<file path="src/rtl/tick_timer_pkg.sv">
// Shared types and constants for the tick_timer block.
package tick_timer_pkg;

  typedef enum logic [1:0] {
    IDLE = 2'd0,
    RUN  = 2'd1,
    DONE = 2'd2
  } tick_timer_state_e;

  localparam int unsigned TICK_TIMER_W = 16;

endpackage

</file>
<file path="src/rtl/tick_timer_fsm.sv">
// tick_timer control FSM: state register, stop > start > expiry priority, mode capture.
module tick_timer_fsm
  import tick_timer_pkg::*;
(
  input  logic              clk,
  input  logic              rst,
  input  logic              start,
  input  logic              stop,
  input  logic              periodic,
  input  logic              expire,
  output tick_timer_state_e state,
  output logic              mode,
  output logic              busy,
  output logic              done
);

  always_ff @(posedge clk or posedge rst) begin
    if (rst) begin
      state <= IDLE;
      mode  <= 1'b0;
      busy  <= 1'b0;
      done  <= 1'b0;
    end else if (stop) begin
      state <= IDLE;
      busy  <= 1'b0;
      done  <= 1'b0;
    end else if (start) begin
      state <= RUN;
      mode  <= periodic;
      busy  <= 1'b1;
      done  <= 1'b0;
    end else if (expire && state == RUN && !mode) begin
      state <= DONE;
      busy  <= 1'b0;
      done  <= 1'b1;
    end
  end

endmodule

</file>
<file path="src/rtl/tick_timer.sv">
// Tick-driven one-shot/periodic timer with period load handshake and expiry irq.
// Optional feature: TICK_TIMER_STICKY_IRQ_EN (irq held until irq_clr).
module tick_timer
  import tick_timer_pkg::*;
#(
  parameter int unsigned W = TICK_TIMER_W
) (
  input  logic         clk,
  input  logic         rst,
  input  logic         tick,
  input  logic         start,
  input  logic         stop,
  input  logic         periodic,
  input  logic         load_valid,
  input  logic [W-1:0] load_period,
  output logic         load_ready,
  output logic [W-1:0] cnt,
  output logic         busy,
  output logic         done,
  output logic         irq,
  input  logic         irq_clr
);

  tick_timer_state_e state;
  logic              mode;
  logic [W-1:0]      period_q;
  logic [W-1:0]      p_eff;
  logic              count_en;
  logic              expire;

  tick_timer_fsm u_fsm (
    .clk      (clk),
    .rst      (rst),
    .start    (start),
    .stop     (stop),
    .periodic (periodic),
    .expire   (expire),
    .state    (state),
    .mode     (mode),
    .busy     (busy),
    .done     (done)
  );

  assign load_ready = (state != RUN);

  // A period of zero behaves as one, so every counted tick expires.
  assign p_eff    = (period_q == '0) ? W'(1) : period_q;
  assign count_en = (state == RUN) && tick && !start && !stop;
  assign expire   = count_en && (cnt == p_eff - W'(1));

  always_ff @(posedge clk or posedge rst) begin
    if (rst) begin
      period_q <= '1;
    end else if (load_valid && load_ready) begin
      period_q <= load_period;
    end
  end

  always_ff @(posedge clk or posedge rst) begin
    if (rst) begin
      cnt <= '0;
    end else if (start || stop || expire) begin
      cnt <= '0;
    end else if (count_en) begin
      cnt <= cnt + W'(1);
    end
  end

`ifdef TICK_TIMER_STICKY_IRQ_EN
  always_ff @(posedge clk or posedge rst) begin
    if (rst) begin
      irq <= 1'b0;
    end else if (expire) begin
      irq <= 1'b1;
    end else if (irq_clr) begin
      irq <= 1'b0;
    end
  end
`else
  logic unused_irq_clr;
  assign unused_irq_clr = irq_clr;

  always_ff @(posedge clk or posedge rst) begin
    if (rst) begin
      irq <= 1'b0;
    end else begin
      irq <= expire;
    end
  end
`endif

endmodule

</file>
<file path="config.mk">
export PLATFORM = sky130hd
export DESIGN_NAME = tick_timer
export DESIGN_NICKNAME = d
export VERILOG_FILES = /design/src/rtl/tick_timer_pkg.sv /design/src/rtl/tick_timer_fsm.sv /design/src/rtl/tick_timer.sv
export SDC_FILE = /design/constraint.sdc
export NUM_CORES = 1
export LEC_CHECK = 0
export CORE_MARGIN = 2
export CORE_UTILIZATION = 45
export CTS_CLUSTER_DIAMETER = 40
export DETAILED_ROUTE_END_ITERATION = 6
export PLACE_DENSITY_LB_ADDON = 0.3
export SYNTH_ARGS = -nofsm -noshare
export SYNTH_HDL_FRONTEND = slang
export SYNTH_SLANG_ARGS = --single-unit
export TNS_END_PERCENT = 10
</file>
<file path="constraint.sdc">
create_clock -name clk -period 3.23 [get_ports clk]
set_input_delay 0.4845 -clock clk [delete_from_list [all_inputs] [get_ports clk]]
set_output_delay 0.4845 -clock clk [all_outputs]
set_load 0.01 [all_outputs]
</file>
==> results.cfg <==
[synth]
ys_top_cells_by_area = dfrtp_1, dfstp_2, mux2_2
synth-seq-cells = 36
ys_top_cells_by_count = nand2_1, dfrtp_1, mux2_2
synth.yosys.seq_area_share = 0.378
syn-cell-area_um2 = 2440
yosysWarnings = 0
yosysMostFrequentCell = nand2_1
ys.flop_type = dfrtp_1
syn_nets = 267
synth_cell_type_count = 55
netlist_instances = 241
yosysTopAreaCellShare = 0.205
synth_edf_count = 0
async_reset_ff_frac = 1.00
synth_top_cell_by_area = dfrtp_1
syn_area_per_cell_um2 = 10.1

[sta]
skew_ns = 0.0130
slew_headroom = 0.571
rsz0062_at_grt = no
drv_slew = 0
setup_viol = 0
fin_crit_ns = 3.02
worstMarginPinSlew_ns = 0.642
hold_slack_ns = 0.552
hold_viol = 0
period_share = 0.934
clock.fmax_mhz = 331

[routing]
dr.pass1.iters = 4
antenna_left = 0
drtIter0Drc = 60
wl_per_cell_um = 15.3
viasPerCell = 5.44
drc = 0
drt_wl_total_um = 5600
routed-via-count = 1992

[clocking]
ctsHoldBuffers = 0
htreeDepth = 2
clkTransAtPathRegs_ns = 0.08
numCtsBuffers = 5
tritoncts = done
clk_path_buf_depth = 2
clk_latency_ns = 0.30
cts.sinks = 36
root_buffer = clkbuf_8

[cells_and_area]
post-route-util = 0.599
register_area_um2 = 921
layout-drive-gt1-share = 0.284
multiInputGateArea_um2 = 1430
fin_nets = 321
synthToLayoutAreaGrowth_pct = 27.1
n_antenna_cell = 0
fillers = 476
final_area_um2 = 3100

[floorplanning]
start_util = 0.471
dieHeight_um = 77.6
rows = 26
coreArea_um2 = 5170
die_x_um = 77.6
pin_count = 44
die-area_um2 = 6020

[critical_path]
crit_arrival_ns = 3.20
crit_path_end_kind = flop
path_buf_inv = 2
critPathTopFamily = simple AND/OR/NAND/NOR gates
slowest_delay_ns = 0.53
worstPathRequired_ns = 3.41
path_max_fanout = 4
startpoint_type = flop
cp_cell_sequence = or4_4, nor3_1, a31oi_1, ha_2, nor3b_4, buf_4, mux2i_1, mux2i_1, a21oi_1, buf_4, nor4b_1, a21oi_2
crit_type = reg -> reg
crit_slowest_cell = or4_4

[placement]
post-dp-hpwl_um = 4110
gp_congestion = 0.811
place_area_um2 = 2970
io_buffers = 42

[hold_path]
hold_path.class = reg -> reg

[grt]
grt_pass1_vias = 1958
grt_overflow_total = 0
track_usage = 0.198
grt_start_max_net_pins = 37
grt_pass1_wl_um = 9460
antenna_found_initial = 0

[pwr]
pwr_density_cell_nw_per_um2 = 370
peakVddDrop_mv = 0.184
finalPower_mw = 1.15
p_leak_nw = 1.21

[job]
max_cap_viol_count = 0

[run_status]
outcome = completed
[layout make-up]
type	count	area share
Sequential cell	36	0.297
Clock inverter	2	0.00404
Tap cell	70	0.0282
Multi-Input combinational cell	189	0.461
Timing Repair Buffer	56	0.178
Inverter	7	0.00847
Clock buffer	6	0.0234
[kinds of logic (layout without fill, tap and decap cells)]
group,after synthesis,count (layout),share of synthesized area
simple gates,94,94,0.227
compound gates,42,42,0.136
flops,36,36,0.378
xor+xnor,31,31,0.111
mux,20,20,0.0913
buf+inv,16,71,0.0462
fa+ha+maj,2,2,0.0103
[where the power goes]
part,internal (mW),switching (mW)
Sequential,0.507,0.0477
Clock,0.151,0.169
Combinational,0.145,0.127
Total,0.803,0.344
[layout by cell type, fill, tap and decap left out, types with 3 or more instances in the layout]
master,n
inv_1,7
nor4b_1,3
o21ai_0,4
nor3_1,6
or4_1,3
nand4_1,3
nand2_1,25
nor2_1,15
dfrtp_1,20
nand3_1,5
buf_4,12
nand2b_1,4
xor2_1,17
dfstp_2,16
clkdlybuf4s50_1,42
nor4_1,5
mux2_2,18
clkbuf_8,5
xnor2_1,14
a21oi_1,11
a21oi_2,11
[state kept, by name, indices dropped and copies added, names as in the netlist]
name	count
cnt	16
period_q	16
irq	1
u_fsm.done	1
u_fsm.mode	1
u_fsm.state	1
[worst paths after layout]
kind,from,slack (ns),cells past startpoint,to
setup / recovery,period_q[8],0.21,12,u_fsm.state[0]
max in group asynchronous,rst,2.25,3,period_q[8]
setup reg to reg,period_q[8],0.21,12,u_fsm.state[0]
hold / removal,u_fsm.mode,0.55,1,u_fsm.mode
hold reg to reg,u_fsm.mode,0.55,1,u_fsm.mode
min in group asynchronous,rst,0.60,3,u_fsm.done
[routing by layer]
| metal | wire, um | global-route usage | vias to the layer above |
|---|---|---|---|
| met4 | 77 | 0.0536 | 0 |
| met3 | 194 | 0.0407 | 8 |
| li1 | - | - | 980 |
| met5 | 0 | 0 | - |
| met2 | 2750 | 0.322 | 43 |
| met1 | 2580 | 0.268 | 961 |
[stage by stage]
stage	TNS (ns)	setup WS, ns	instances
floorplan	0	0.0192	241
global placement	0	0.0359	355
detailed placement	-0.00636	-0.00521	355
CTS	0	0.0450	363
global route	0	0.0284	366
finish	0	0.213	366
[timing repair]
item	CTS	global route
hold endpoints to repair	0	0
resized for setup	0	2
cloned	0	0
setup buffers	0	3
pin swaps	1	1
endpoints found under the setup margin	4	19
(Power assumes the default switching activity.)
